==> config.mk <==
export PLATFORM = sky130hd
export DESIGN_NAME = mem_access
export DESIGN_NICKNAME = d
export VERILOG_FILES = /design/src/rtl/mem_access_pkg.sv /design/src/rtl/mem_access_wb_mux.sv /design/src/rtl/mem_access.sv
export SDC_FILE = /design/constraint.sdc
export NUM_CORES = 1
export LEC_CHECK = 0
export BUFFER_PORTS_ARGS = -buffer_cell sky130_fd_sc_hd__buf_2
export CAP_MARGIN = 20
export CORE_MARGIN = 2
export CORE_UTILIZATION = 41
export DETAILED_ROUTE_END_ITERATION = 10
export PLACE_DENSITY = 0.84
export SETUP_SLACK_MARGIN = 0.05
export SLEW_MARGIN = 20
export SYNTH_ARGS = -nofsm -noshare
export SYNTH_HDL_FRONTEND = slang
export SYNTH_HIERARCHICAL = 1
export SYNTH_SLANG_ARGS = --single-unit
==> constraint.sdc <==
create_clock -name cpu_clk -period 1.48 [get_ports cpu_clk]
set_input_delay 0.074 -clock cpu_clk [delete_from_list [all_inputs] [get_ports cpu_clk]]
set_output_delay 0.074 -clock cpu_clk [all_outputs]
set_load 0.01 [all_outputs]
==> src/rtl/mem_access_pkg.sv <==
// Shared pipeline definitions: writeback-select and MEM-stage FSM encodings,
// the bus error fill value and the load decode helper.
package mem_access_pkg;

    typedef enum logic [1:0] {
        WSEL_ALU = 2'b00,
        WSEL_RAM = 2'b01,
        WSEL_PC4 = 2'b10,
        WSEL_EXT = 2'b11
    } wsel_e;

    typedef enum logic {
        ST_IDLE = 1'b0,
        ST_WAIT = 1'b1
    } mem_state_e;

    localparam logic [31:0] BUS_ERR_DATA = 32'hDEADBEEF;

    // A load is a register write whose value comes from the data bus.
    function automatic logic is_load(input logic rf_we, input logic [1:0] wsel);
        return rf_we && (wsel == WSEL_RAM);
    endfunction

endpackage

==> src/rtl/mem_access_wb_mux.sv <==
// Combinational writeback value selector for the MEM/WB boundary.
module wb_mux
    import mem_access_pkg::*;
(
    input  logic [1:0]  wsel,
    input  logic [31:0] alu_c,
    input  logic [31:0] ram_data,
    input  logic [31:0] pc4,
    input  logic [31:0] ext,
    output logic [31:0] wd
);

    // Select the value that will be written back to the register file.
    always_comb begin
        wd = alu_c;
        case (wsel)
            WSEL_ALU: wd = alu_c;
            WSEL_RAM: wd = ram_data;
            WSEL_PC4: wd = pc4;
            WSEL_EXT: wd = ext;
            default:  wd = alu_c;
        endcase
    end

endmodule

==> src/rtl/mem_access.sv <==
// MEM stage: issues load/store requests on the data bus, stalls the pipeline
// until ack or timeout, and registers the writeback values.
module mem_access
    import mem_access_pkg::*;
#(
    parameter int unsigned TIMEOUT = 255
) (
    input  logic        cpu_clk,
    input  logic        cpu_rst,
    input  logic [31:0] ALU_C_MEM_in,
    input  logic [31:0] rD2_MEM_in,
    input  logic [31:0] pc4_MEM_in,
    input  logic [31:0] ext_MEM_in,
    input  logic        ram_we_MEM_in,
    input  logic        rf_we_MEM_in,
    input  logic [1:0]  rf_wsel_MEM_in,
    input  logic [4:0]  wR_MEM_in,
    output logic        bus_req,
    output logic [31:0] bus_addr,
    output logic [31:0] bus_wdata,
    output logic        bus_we,
    input  logic        bus_ack,
    input  logic [31:0] bus_rdata,
    output logic        mem_stall,
    output logic [31:0] wD_WB_in,
    output logic [4:0]  wR_WB_in,
    output logic        rf_we_WB_in,
    output logic        bus_err
);

    localparam logic [7:0] TIMEOUT_C = 8'(TIMEOUT);

    mem_state_e  state_r;
    logic [7:0]  cnt_r;
    logic [31:0] addr_r;
    logic [31:0] wdata_r;
    logic        we_r;
    logic [31:0] wd_r;
    logic [4:0]  wr_r;
    logic        rf_we_r;
    logic        err_r;

    logic        store_s;
    logic        load_s;
    logic        access_s;
    logic        timeout_s;
    logic        done_s;
    logic        wb_we_s;
    logic [31:0] ram_data_s;
    logic [31:0] wd_s;

    assign store_s    = ram_we_MEM_in;
    assign load_s     = is_load(rf_we_MEM_in, rf_wsel_MEM_in);
    assign access_s   = store_s | load_s;
    assign timeout_s  = (state_r == ST_WAIT) && !bus_ack && (cnt_r == TIMEOUT_C);
    assign done_s     = (state_r == ST_WAIT) && (bus_ack || timeout_s);
    // A timed-out access substitutes the error pattern for the missing read data.
    assign ram_data_s = bus_ack ? bus_rdata : BUS_ERR_DATA;
    assign wb_we_s    = rf_we_MEM_in && !store_s && (wR_MEM_in != 5'd0);

    wb_mux u_wb_mux (
        .wsel     (rf_wsel_MEM_in),
        .alu_c    (ALU_C_MEM_in),
        .ram_data (ram_data_s),
        .pc4      (pc4_MEM_in),
        .ext      (ext_MEM_in),
        .wd       (wd_s)
    );

    // Stall during the capture cycle and every WAIT cycle that does not complete.
    always_comb begin
        mem_stall = 1'b0;
        if (state_r == ST_IDLE) begin
            mem_stall = access_s;
        end else begin
            mem_stall = !done_s;
        end
    end

    // Access FSM, wait counter, captured request and writeback registers.
    always_ff @(posedge cpu_clk) begin
        if (!cpu_rst) begin
            state_r <= ST_IDLE;
            cnt_r   <= 8'd0;
            addr_r  <= 32'd0;
            wdata_r <= 32'd0;
            we_r    <= 1'b0;
            wd_r    <= 32'd0;
            wr_r    <= 5'd0;
            rf_we_r <= 1'b0;
            err_r   <= 1'b0;
        end else begin
            case (state_r)
                ST_IDLE: begin
                    if (access_s) begin
                        addr_r  <= ALU_C_MEM_in;
                        wdata_r <= rD2_MEM_in;
                        we_r    <= store_s;
                        cnt_r   <= 8'd0;
                        wr_r    <= 5'd0;
                        rf_we_r <= 1'b0;
                        state_r <= ST_WAIT;
                    end else begin
                        wd_r    <= wd_s;
                        wr_r    <= wR_MEM_in;
                        rf_we_r <= rf_we_MEM_in && (wR_MEM_in != 5'd0);
                    end
                end
                ST_WAIT: begin
                    if (done_s) begin
                        wd_r    <= wd_s;
                        wr_r    <= wR_MEM_in;
                        rf_we_r <= wb_we_s;
                        err_r   <= err_r | timeout_s;
                        state_r <= ST_IDLE;
                    end else begin
                        cnt_r   <= cnt_r + 8'd1;
                        wr_r    <= 5'd0;
                        rf_we_r <= 1'b0;
                    end
                end
                default: begin
                    state_r <= ST_IDLE;
                    cnt_r   <= 8'd0;
                end
            endcase
        end
    end

    assign bus_req     = (state_r == ST_WAIT);
    assign bus_addr    = addr_r;
    assign bus_wdata   = wdata_r;
    assign bus_we      = we_r;
    assign wD_WB_in    = wd_r;
    assign wR_WB_in    = wr_r;
    assign rf_we_WB_in = rf_we_r;
    assign bus_err     = err_r;

endmodule

After elaboration in Yosys (flattened, before gate mapping)
Cells that the tools add are included.
{ "classes": {"addsub": 1, "mul": 0, "n_div": 0, "magnitude_cmp": 0, "eq_ne": 8, "n_shift": 0, "mux": 18, "n_bitwise": 3, "reduce_logical": 17} }
{ "ops": {"columns": ["operator", "n"], "rows": [
  ["32-bit case mux with 4 select lines", 1],
  ["32-bit 2-to-1 mux", 3],
  ["32-bit case mux with 2 select lines", 1],
  ["8-bit 2-to-1 mux", 2],
  ["8-bit case mux with 2 select lines", 1],
  ["5-bit 2-to-1 mux", 2],
  ["5-bit case mux with 2 select lines", 1],
  ["8-bit by 1-bit adder with 8-bit output, second input constant", 1],
  ["8-bit equality test, second input constant", 1],
  ["2-bit AND reduction", 4],
  ["1-bit logical AND", 7],
  ["2-bit inequality test, second input constant", 3],
  ["1-bit 2-to-1 mux", 5],
  ["5-bit nonzero test", 1],
  ["2-bit equality test, second input constant", 2],
  ["1-bit case mux with 2 select lines", 2],
  ["1-bit logical NOT", 3],
  ["2-bit by 1-bit equality test with 1-bit output, second input constant", 1],
  ["2-bit logical NOT", 1],
  ["2-bit by 1-bit inequality test with 1-bit output, second input constant", 1],
  ["1-bit OR", 2],
  ["1-bit logical OR", 1],
  ["1-bit NOT", 1]
]} }
{ "word_totals": {"register_bits": 113, "latchBits": 0, "ram_bits": 0, "mem_bits_ro": 0, "inputBits": 172, "output_inout_bits": 106, "elab_cells": 56, "memories": 0} }

Logic depth before layout (Yosys ltp)
Gate-level depths: netlist (run 1).
{ "depth": {"depth_word": 7, "ltp_mapped": 7} }

Cells and area by module
The synthesis (run 1) kept the hierarchy.
{ "modules_own_cells": {"columns": ["module", "instances", "cells_per_inst", "area_each_um2", "seq_area_each_um2"], "rows": [
  ["mem_access", 1, 537, 4475.5, 2262.2],
  ["wb_mux", 1, 39, 814.5, 0.0]
]} }

Worst setup path before layout (run 1)
Ideal clock, no wire load.
{ "synth_path": {"path_kind": "reg2reg", "startpoint": "register cnt_r[0]", "endpoint": "register wd_r[10], in the netlist wD_WB_in[10]", "setup_time_ns": 0.072, "arrival_ns": 1.565, "required_ns": 1.408, "path_slack_ns": -0.156, "path_stages_with_launch": 8, "n_path_buf": 2, "synth_period_minus_slack_ns": 1.636, "path_cell_list": "dfxtp_1 -> ha_1 -> nand4_2 -> o21ai_4 -> and2_4 -> buf_12 -> buf_12 -> mux2i_1"} }
{ "synth_via": {"elab_chain_len": 6} }
{ "synth_rtl": {"columns": ["item", "line", "source"], "rows": [
  ["start, declared", "mem_access.sv:34", "logic [7:0] cnt_r;"],
  ["start signal, assigned", "mem_access.sv:117", "cnt_r <= cnt_r + 8'd1;"],
  ["8-bit equality test", "mem_access.sv:55", "assign timeout_s = (state_r == ST_WAIT) && !bus_ack && (cnt_r == TIMEOUT_C);"],
  ["1-bit logical AND", "mem_access.sv:55", null],
  ["1-bit logical OR", "mem_access.sv:56", "assign done_s = (state_r == ST_WAIT) && (bus_ack || timeout_s);"],
  ["1-bit logical AND", "mem_access.sv:56", null],
  ["2-bit by 1-bit inequality test with 1-bit output (no line)", null, null],
  ["2-bit AND reduction (no line)", null, null],
  ["end signal, assigned", "mem_access.sv:104", "wd_r <= wd_s;"],
  ["end signal, assigned", "mem_access.sv:111", "wd_r <= wd_s;"],
  ["end, declared", "mem_access.sv:38", "logic [31:0] wd_r;"]
]} }
No other way between the ends.
A chain may end at the register's enable or synchronous reset.

Worst setup path after layout (run 1)
{ "layout_path": {"startpoint": "register state_r, in the netlist bus_req", "endpoint": "register wdata_r[3], in the netlist bus_wdata[3]"} }
{ "layout_via": {"elab_chain_len": 2} }
{ "layout_rtl": {"columns": ["item", "line", "source"], "rows": [
  ["start, declared", "mem_access.sv:33", "mem_state_e state_r;"],
  ["start signal, assigned", "mem_access.sv:83", "state_r <= ST_IDLE;"],
  ["start signal, assigned", "mem_access.sv:102", "state_r <= ST_WAIT;"],
  ["start signal, assigned", "mem_access.sv:115", "state_r <= ST_IDLE;"],
  ["1-bit NOT", null, null],
  ["2-bit AND reduction (no line)", null, null],
  ["end signal, assigned", "mem_access.sv:97", "wdata_r <= rD2_MEM_in;"],
  ["end, declared", "mem_access.sv:36", "logic [31:0] wdata_r;"]
]} }
No other way between the ends.

==> results of run 1 <==
==> power groups by stage <==
stage                     logic, µW  registers, µW  clock network [µW]
after floorplan                 805           3560                   0
after global routing           2680           3430                4490
after detailed placement       1620           3450                   0
final                          2570           3410                4300
after CTS                      1860           3380                4310
after global placement         1590           3440                   0
==> stage by stage <==
step,hold slack [ns],setup slack [ns],instance area [µm²],power [µW],std cells
6_report,0.103,-0.192,9650,10300,1155
2_1_floorplan,0.151,-0.0124,5320,4370,576
3_3_place_gp,0.284,0.00307,7000,5030,1012
4_1_cts,0.0286,-0.102,8510,9560,1127
3_5_place_dp,0.284,-0.0466,7000,5070,1012
5_1_grt,0.0936,-0.200,9650,10600,1155
==> sequential cells by signal, summed over array words and instances (netlist names) <==
| register | cells |
|---|---|
| bus_addr | 32 |
| bus_err | 1 |
| bus_req | 1 |
| bus_wdata | 32 |
| bus_we | 1 |
| cnt_r | 8 |
| rf_we_WB_in | 1 |
| wD_WB_in | 32 |
| wR_WB_in | 5 |
==> worst max-delay path: cells and delay by family (launching register included) <==
| family | cells | cell delay [ns] |
|---|---|---|
| and+or+nand+nor | 3 | 0.55 |
| buffers and inverters | 3 | 0.43 |
| DFF | 1 | 0.36 |
| AOI/OAI and AO/OA | 1 | 0.22 |
==> layout make-up <==
cell class,instances,area share (%)
antenna,2,0.0519
clock buffer,18,4.55
timing repair buffer,417,32.5
inverter,3,0.195
clock inverter,14,1.88
multi-input combinational,416,35.0
tap,172,2.23
sequential,113,23.6
==> worst min path at each step <==
stage,start,endpoint
after global placement,ram_we_MEM_in,rf_we_WB_in
after CTS,rf_we_MEM_in,rf_we_WB_in
after floorplan,ram_we_MEM_in,rf_we_WB_in
after detailed placement,ram_we_MEM_in,rf_we_WB_in
after global routing,rf_we_MEM_in,bus_we
final,rf_we_MEM_in,rf_we_WB_in
==> cells in the final DEF, fill, tap and decap left out, drive strengths merged, types with 2 or more instances in the layout <==
cell	count
buf	333
nand2	199
dfxtp	113
dlygate4sd3	71
a21oi	66
mux2i	32
mux4	32
clkbuf	31
nand2b	26
and2	14
o21ai	8
nor2	6
clkinv	6
nand3	6
inv	5
nor3	3
clkinvlp	3
bufinv	3
nand4	3
diode	2
nor2b	2
or2	2
a31o	2
or4	2
==> kinds of logic (layout without fill, tap and decap cells) <==
kind of cell,after synthesis,count (layout),synth area share (%)
buf+inv,48,452,6.13
other cells,0,2,0
compound gates,85,85,9.15
flops,113,113,42.8
fa+ha+maj,1,1,0.236
simple gates,265,266,21.9
mux,64,64,19.8
==> per-layer routing <==
metal | up-vias | GRT usage, %
met1 | 3016 | 27.7
met3 | 146 | 7.51
met2 | 506 | 48.6
li1 | 2765 | -
met5 | - | 0
met4 | 0 | 17.5
==> repair_timing <==
action | 4_1_cts | 5_1_grt
hold buffers | 71 | 0
setup endpoints to repair | 100 | 106
pin swaps | 12 | 79
hold endpoints to repair | 70 | 0
cloned | 2 | 19
setup buffers | 10 | 7
gates resized for setup | 16 | 198
==> summary.txt, run 1 <==
status - finished, violations left
failing checks - setup timing
Synth Register Bits - 113
part of the power in registers - 33.2%
Remaining DRCs - 0
DR vias/cell - 5.57
CP most frequent cell - buf_6
CTS max path bufs - 2
DR iter-0 viols - 523
Sequential Area - 2270 µm²
Post-DRT Antenna Nets - 0
Worst path slowest cell - dfxtp_4
leading area contributor after synthesis - dfxtp_1
CP Launch Type - register
Synth top area share - 42.8%
CTS H-tree depth - 4
Pint - 7290 µW
hpwl dp - 11,700 µm
# fillers - 736
Syn Nets - 749
vias - 6,433
Setup crit end kind - register
CTS Root Cell - clkbuf_16
most common cell in the netlist - nand2_1
setup ws final - -0.192 ns
Setup crit end - bus_wdata[3]
minimum clock period - 1.67 ns
routed wl met3 - 2230 µm
IO buf count - 277
worst-margin pin slew - 0.482 ns
Layout Skew - 0.00947 ns
reg2reg start - bus_req
peak supply drop - 0.734 mV
num ports - 278
CP max FO - 7
Switching Fraction - 29.1%
Mapped Cells - 576
Worst R2R Setup Slack - -0.19 ns
WHS Path Cells - 4
Core ar. - 12,600 µm²
Pwr Density - 1070 nW/µm²
f_max - 598 MHz
Clock power frac - 41.8%
Slew Viols, Final - 0
Die X - 118 µm
Worst Reg-to-Reg Cells - 7
Num CTS Buffers - 17
area of the multi-input gates - 3380 µm²
clock sinks - 113
GR Util All Layers - 27.1%
first-pass GRT wire length - 29,700 µm
final hold vios - 0
Leak - 0.00457 µW
Final Cycle Share - 113%
min-delay worst type - in -> reg
First-pass DRT Iterations - 5
post-synth cell types - 43
largest net degree at the start of global routing - 57
uppermost layer routed - met4
synth top area cells - dfxtp_1, nand2_1, mux4_2
share of layout cells above drive strength 1 - 56.9%
worst skew pair latency - 0.42 ns
Seq/Total Area, Yosys - 42.8%
Die ar. - 13,800 µm²
worst flop-to-flop path endpoint - bus_wdata[3]
NetSw - 3000 µW
Worst Path Required - 1.80 ns
FP Rows - 41
logic gate share of total power - 25.0%
final core utilization - 76.5%
number of flops mapped to enable cells by yosys - 0
Final TNS setup - -6.20 ns
Slew HR - 67.9%
Async SR Flop Fraction - 0%
gr ovfl total - 0
metal2 WL - 12,600 µm
Largest stage delay, worst path - 0.36 ns
RSZ-0062 raised after global routing - true
Worst Setup SP - bus_req
number of global-route vias before repair - 6,073
Synth Flop Type - dfxtp_1
Arrival @ worst endpoint - 1.99 ns
YS warnings - 6
Met1 Wirelength - 8260 µm
# nets final - 1,141
crit path cell chain - and4bb_2 > buf_6 > or2_4 > buf_6 > clkbuf_16 > nand2_2 > a21oi_1
Syn Area/Cell - 9.18 µm²
TritonCTS clock tree - yes
Area Overhead vs Synth - 82.4%
wire length per cell - 21.6 µm
Final Setup Violations - 96
Reg clk slew, reported paths - 0.06 ns
gpl congestion - 0.820
routed wire length - 25,000 µm
WS Path Type - reg -> reg
initial antenna violation count - 2
Die Y - 118 µm
post-synth design cell area - 5290 µm²
max-cap violation count - 0
Initial Util - 41.9%
top cells by count, synth - nand2_1, dfxtp_1, a21oi_1, mux2i_1, mux4_2
Note: power is estimated with default switching activity, not from simulation.
==> inputs of run 2 (changes only) <==
BUFFER_PORTS_ARGS = default   (was -buffer_cell sky130_fd_sc_hd__buf_2)
CORE_AREA = 2 2 108 110   (was default)
CORE_MARGIN = default   (was 2)
CORE_UTILIZATION = default   (was 41)
DIE_AREA = 0 0 110 112   (was default)
DONT_BUFFER_PORTS = 1   (was default)
PLACE_DENSITY = 0.72   (was 0.84)
==> run 2 against run 1 <==
- the flow still finishes with violations (setup timing)
- sequential share of layout area is 6.4 points higher
- fmax is 4.3% higher
- cell count is 28% lower
- critical path depth down 1
- first-iteration DRC count fell by 35%
- design area decreased by 21%
- non-clock buffer count is 288 lower
- flip-flop and latch count unchanged
- register-to-register slack better by 0.07 ns
- setup slack better by 0.069 ns
- utilization down 8.5 points
==> summary.txt, run 2 (synthesis gave the netlist of run 1 again) <==
final core utilization - 68.0% (was 76.5%)
Pwr Density - 1210 nW/µm² (was 1070 nW/µm²)
Worst Path Required - 1.80 ns (about the same)
Setup crit end kind - register (unchanged)
Worst R2R Setup Slack - -0.12 ns (was -0.19 ns)
min-delay worst type - in -> reg (unchanged)
Initial Util - 47.3% (was 41.9%)
final hold vios - 0 (unchanged)
First-pass DRT Iterations - 5 (unchanged)
num ports - 278 (unchanged)
Reg clk slew, reported paths - 0.05 ns (was 0.06 ns)
gpl congestion - 0.810 (was 0.820)
Arrival @ worst endpoint - 1.92 ns (was 1.99 ns)
Layout Skew - 0.00980 ns (was 0.00947 ns)
worst hold endpoint - wR_WB_in[3] (was rf_we_WB_in)
Core ar. - 11,200 µm² (was 12,600 µm²)
part of the power in registers - 39.0% (was 33.2%)
setup ws final - -0.122 ns (was -0.192 ns)
largest net degree at the start of global routing - 67 (was 57)
dpl ws - -0.0638 ns (was -0.0466 ns)
worst hold margin - 0.0239 ns (was 0.103 ns)
worst flop-to-flop path endpoint - bus_addr[7] (was bus_wdata[3])
minimum clock period - 1.60 ns (was 1.67 ns)
IO buf count - 0 (was 277)
worst-margin pin slew - 0.620 ns (was 0.482 ns)
logic gate share of total power - 16.5% (was 25.0%)
Leak - 0.00298 µW (was 0.00457 µW)
DR iter-0 viols - 342 (was 523)
Post-DRT Antenna Nets - 0 (unchanged)
Die ar. - 12,300 µm² (was 13,800 µm²)
Area Overhead vs Synth - 43.6% (was 82.4%)
TritonCTS clock tree - yes (unchanged)
status - finished, violations left (unchanged)
worst skew pair latency - 0.40 ns (was 0.42 ns)
Final Cycle Share - 108% (was 113%)
first-pass GRT wire length - 26,200 µm (was 29,700 µm)
max-cap violation count - 0 (unchanged)
commonest non-fill, non-tap cell in the layout - nand2_1 (was buf_2)
Final Setup Violations - 94 (was 96)
share of layout cells above drive strength 1 - 27.4% (was 56.9%)
Die Y - 112 µm (was 118 µm)
NetSw - 2370 µW (was 3000 µW)
Pint - 6780 µW (was 7290 µW)
FP Rows - 39 (was 41)
RSZ-0062 raised after global routing - true (unchanged)
wire length per cell - 22.1 µm (was 21.6 µm)
Slew Viols, Final - 0 (unchanged)
HP Start - cpu_rst (was rf_we_MEM_in)
Slew HR - 58.6% (was 67.9%)
routed wire length - 18,400 µm (was 25,000 µm)
CTS H-tree depth - 4 (unchanged)
DR vias/cell - 5.88 (was 5.57)
reg2reg start - bus_req (unchanged)
clock sinks - 113 (unchanged)
Switching Fraction - 25.9% (was 29.1%)
# fillers - 783 (was 736)
WS Path Type - reg -> reg (unchanged)
gr ovfl total - 0 (unchanged)
CP max FO - 26 (was 7)
Clock power frac - 44.5% (was 41.8%)
initial antenna violation count - 1 (was 2)
hpwl dp - 10,000 µm (was 11,700 µm)
CP Launch Type - register (unchanged)
peak supply drop - 0.786 mV (was 0.734 mV)
CTS Root Cell - clkbuf_16 (unchanged)
failing checks - setup timing (unchanged)
WHS Path Cells - 2 (was 4)
vias - 4,908 (was 6,433)
most frequent cells in the layout - nand2_1, dfxtp_1, dlygate4sd3_1 (was buf_2, nand2_1, dfxtp_1)
Remaining DRCs - 0 (unchanged)
GR Util All Layers - 28.1% (was 27.1%)
f_max - 624 MHz (was 598 MHz)
# nets final - 852 (was 1,141)
Num CTS Buffers - 17 (unchanged)
CTS max path bufs - 2 (unchanged)
n_diodes - 0 (was 2)
Die X - 110 µm (was 118 µm)
number of global-route vias before repair - 5,015 (was 6,073)
Worst Reg-to-Reg Cells - 6 (was 7)
## run 2: cell types whose count changed in the layout (fill, tap and decap cells not counted), moves of 13 or more
cell / before / now
nand2_2: 23 / 10
buf_2: 276 / 0
dlygate4sd3_1: 71 / 84
nand2_1: 132 / 179
a21oi_1: 13 / 34
nand2_4: 44 / 10
a21oi_2: 52 / 32
## run 2: final cells by class
class                   count  area (µm²)  area share [%]
flip-flops and latches    113        2270            29.9
clock buffers              20         447            5.88
multi-input cells         415        3030            39.9
well taps                 143         179            2.36
repair buffers            129        1510            19.8
clock inverters            11         139            1.83
inverters                   3        18.8           0.247
## run 2: worst max-delay path, cell delays in order, from the launching register on
cell      delay [ns]
dfxtp_4         0.35
and4bb_2        0.34
buf_6           0.11
or2_4           0.25
buf_12          0.21
nand2_1         0.09
a21oi_2         0.16
## run 2: routing by layer
layer / routed length [µm] / GRT usage [%]
met3: 1460 / 7.38
met4: 587 / 12.1
met5: 13 / 0
met2: 9730 / 50.2
met1: 6600 / 30.7
## run 2: worst max-delay path by stage
| stage | start | end | slack, ns | cells past startpoint |
|---|---|---|---|---|
| floorplan | cnt_r[0] | wD_WB_in[10] | -0.01 | 7 |
| global placement | cnt_r[4] | cnt_r[7] | 0.0002 | 4 |
| detailed placement | cnt_r[1] | wD_WB_in[0] | -0.06 | 6 |
| CTS | cnt_r[0] | mem_stall | -0.12 | 6 |
| global route | cnt_r[1] | mem_stall | -0.18 | 6 |
| finish | bus_req | bus_addr[7] | -0.12 | 6 |
## run 2: repair_timing
item	in CTS	in global routing
endpoints found under the hold margin	112	0
cloned	5	5
endpoints found under the setup margin	105	112
buffers inserted	13	3
hold buffers	85	0
pin swaps	25	20
gates resized for setup	45	62
## run 2: power by group through the flow
stage	Clock, µW	Sequential (µW)	Combinational, µW
after global routing	4230	3590	1600
after detailed placement	0	3630	851
after floorplan	0	3560	805
final	4070	3570	1510
after CTS	4070	3570	1280
after global placement	0	3630	818
## run 2: through the flow
stage                     total power (µW)  setup TNS, ns  cells  instance area (µm²)
final                                 9150          -4.18    834                 7600
after global routing                  9420          -9.51    834                 7600
after CTS                             8920          -3.30    828                 7230
after detailed placement              4480          -1.92    694                 5410
after global placement                4440              0    694                 5410
after floorplan                       4370         -0.318    576                 5320
==> inputs of run 3 (changes only) <==
CORE_AREA = 3 3 106 108   (was 2 2 108 110)
DIE_AREA = 0 0 109 111   (was 0 0 110 112)
PLACE_DENSITY = 0.75   (was 0.72)
==> run 3 against run 2 <==
- the flow still finishes with violations (setup timing)
- hold slack got worse by 0.00064 ns
- count of clock-buffer cells in the layout increased by 1
- wire length is 43% higher
- global-route usage grew 4.5 points
- largest cell class unchanged
- largest power group unchanged
- highest routed layer is now met4
==> summary.txt, run 3 (synthesis gave the netlist of run 1 again) <==
Layout Skew - 0.0162 ns (was 0.00980 ns)
total power - 9720 µW (was 9150 µW)
CTS max path bufs - 2 (unchanged)
num ports - 278 (unchanged)
status - finished, violations left (unchanged)
Clock power frac - 40.2% (was 44.5%)
# nets final - 927 (was 852)
routed wire length - 26,300 µm (was 18,400 µm)
IO buf count - 0 (unchanged)
Slew Viols, Final - 0 (unchanged)
vias - 5,938 (was 4,908)
Num CTS Buffers - 17 (unchanged)
logic gate share of total power - 22.8% (was 16.5%)
Die ar. - 12,100 µm² (was 12,300 µm²)
non-filler cells, final - 906 (was 834)
wire length per cell - 29.0 µm (was 22.1 µm)
first-pass GRT wire length - 30,100 µm (was 26,200 µm)
commonest non-fill, non-tap cell in the layout - dlygate4sd3_1 (was nand2_1)
CP max FO - 6 (was 26)
Post-DRT Antenna Nets - 0 (unchanged)
NetSw - 2870 µW (was 2370 µW)
hpwl dp - 11,100 µm (was 10,000 µm)
Pint - 6850 µW (was 6780 µW)
CP Launch Type - register (unchanged)
gr ovfl total - 0 (unchanged)
TritonCTS clock tree - yes (unchanged)
placed cells - 692 (was 694)
# fillers - 455 (was 783)
Final Cycle Share - 126% (was 108%)
Final Setup Violations - 111 (was 94)
most frequent cells in the layout - dlygate4sd3_1, nand2_1, dfxtp_1 (was nand2_1, dfxtp_1, dlygate4sd3_1)
f_max - 534 MHz (was 624 MHz)
final hold vios - 0 (unchanged)
Area Overhead vs Synth - 67.8% (was 43.6%)
Pwr Density - 1090 nW/µm² (was 1210 nW/µm²)
WS Path Type - reg -> reg (unchanged)
Die Y - 111 µm (was 112 µm)
min-delay worst type - in -> reg (unchanged)
Worst Reg-to-Reg Cells - 8 (was 6)
Reg clk slew, reported paths - 0.06 ns (was 0.05 ns)
gpl congestion - 0.877 (was 0.810)
number of global-route vias before repair - 5,689 (was 5,015)
Sequential Area - 2280 µm² (was 2270 µm²)
GR Util All Layers - 32.6% (was 28.1%)
Worst Path Required - 1.89 ns (was 1.80 ns)
setup ws final - -0.391 ns (was -0.122 ns)
area of the multi-input gates - 3500 µm² (was 3030 µm²)
largest net degree at the start of global routing - 70 (was 67)
minimum clock period - 1.87 ns (was 1.60 ns)
CTS H-tree depth - 4 (unchanged)
Final TNS setup - -19.60 ns (was -4.18 ns)
Setup crit end kind - register (unchanged)
final core utilization - 86.0% (was 68.0%)
part of the power in registers - 37.0% (was 39.0%)
Remaining DRCs - 0 (unchanged)
DR iter-0 viols - 703 (was 342)
FP Rows - 37 (was 39)
share of layout cells above drive strength 1 - 36.4% (was 27.4%)
Die X - 109 µm (was 110 µm)
WHS Path Cells - 3 (was 2)
First-pass DRT Iterations - 7 (was 5)
clock sinks - 113 (unchanged)
Leak - 0.00360 µW (was 0.00298 µW)
peak supply drop - 0.810 mV (was 0.786 mV)
Switching Fraction - 29.5% (was 25.9%)
DR vias/cell - 6.55 (was 5.88)
failing checks - setup timing (unchanged)
initial antenna violation count - 3 (was 1)
Core ar. - 10,300 µm² (was 11,200 µm²)
RSZ-0062 raised after global routing - true (unchanged)
CTS Root Cell - clkbuf_8 (was clkbuf_16)
Arrival @ worst endpoint - 2.28 ns (was 1.92 ns)
Initial Util - 51.2% (was 47.3%)
max-cap violation count - 0 (unchanged)
worst skew pair latency - 0.51 ns (was 0.40 ns)
worst-margin pin slew - 0.679 ns (was 0.620 ns)
Slew HR - 54.6% (was 58.6%)
[run 3: changes by cell type in the layout (fill, tap and decap cells not counted), moves of 3 or more]
cell           delta
a21oi_1          -31
a21oi_2          +31
and2_1            +4
and2_4            -4
buf_12            +6
buf_4             +3
buf_6             +3
buf_8             +4
diode_2           +3
dlygate4sd3_1    +56
nand2_1          -44
nand2_2           -4
nand2_4          +48
[run 3: path summary, 6_finish.rpt]
| check | startpoint | end | slack [ns] |
|---|---|---|---|
| setup / recovery | bus_req | wD_WB_in[13] | -0.39 |
| hold / removal | rf_wsel_MEM_in[0] | wD_WB_in[2] | 0.02 |
| setup reg to reg | bus_req | wD_WB_in[13] | -0.39 |
| hold reg to reg | bus_wdata[27] | bus_wdata[27] | 0.52 |
[run 3: what timing repair did]
action | in CTS | in global routing
hold buffers | 142 | 1
setup endpoints to repair | 85 | 112
hold endpoints to repair | 113 | 1
cloned | 4 | 12
pin swaps | 6 | 74
setup buffers | 12 | 9
gates resized for setup | 22 | 215
[run 3: power groups by stage]
stage	Clock (µW)	Sequential (µW)	Combinational [µW]
global placement	0	3630	839
CTS	3840	3570	1510
floorplan	0	3560	805
finish	3900	3600	2220
global route	4040	3600	2290
detailed placement	0	3630	878
[run 3: through the flow]
| stage | hold WS, ns | setup WS, ns | instance area (µm²) |
|---|---|---|---|
| 3_5_place_dp | 0.159 | -0.0494 | 5440 |
| 2_1_floorplan | 0.151 | -0.0124 | 5320 |
| 6_report | 0.0232 | -0.391 | 8880 |
| 4_1_cts | 0.00117 | -0.275 | 7750 |
| 5_1_grt | 0.0115 | -0.412 | 8880 |
| 3_3_place_gp | 0.155 | 0.0344 | 5440 |
[run 3: layout make-up]
| class | instances | area share [%] |
|---|---|---|
| diodes | 3 | 0.0846 |
| clock buffers | 21 | 4.95 |
| clock inverters | 11 | 1.28 |
| inverters | 3 | 0.211 |
| multi-input cells | 416 | 39.4 |
| flip-flops and latches | 113 | 25.6 |
| well taps | 136 | 1.92 |
| repair buffers | 203 | 26.5 |
[run 3: metal layers]
layer / global-route usage, % / part of all wire [%] / vias up
met4: 19.1 / 6.8 / 0
met5: 0 / 0 / -
li1: - / - / 2343
met2: 55.7 / 50 / 566
met3: 11.6 / 12 / 178
met1: 33.9 / 31 / 2851
[run 3: worst max-delay path: stages (launching register included)]
cell and delay, ns:
dfxtp_4 0.38, and4bb_2 0.28, nor2_4 0.14, and2_4 0.19, buf_4 0.13, buf_12 0.13, buf_12 0.12, buf_16 0.12
mux2i_1 0.28
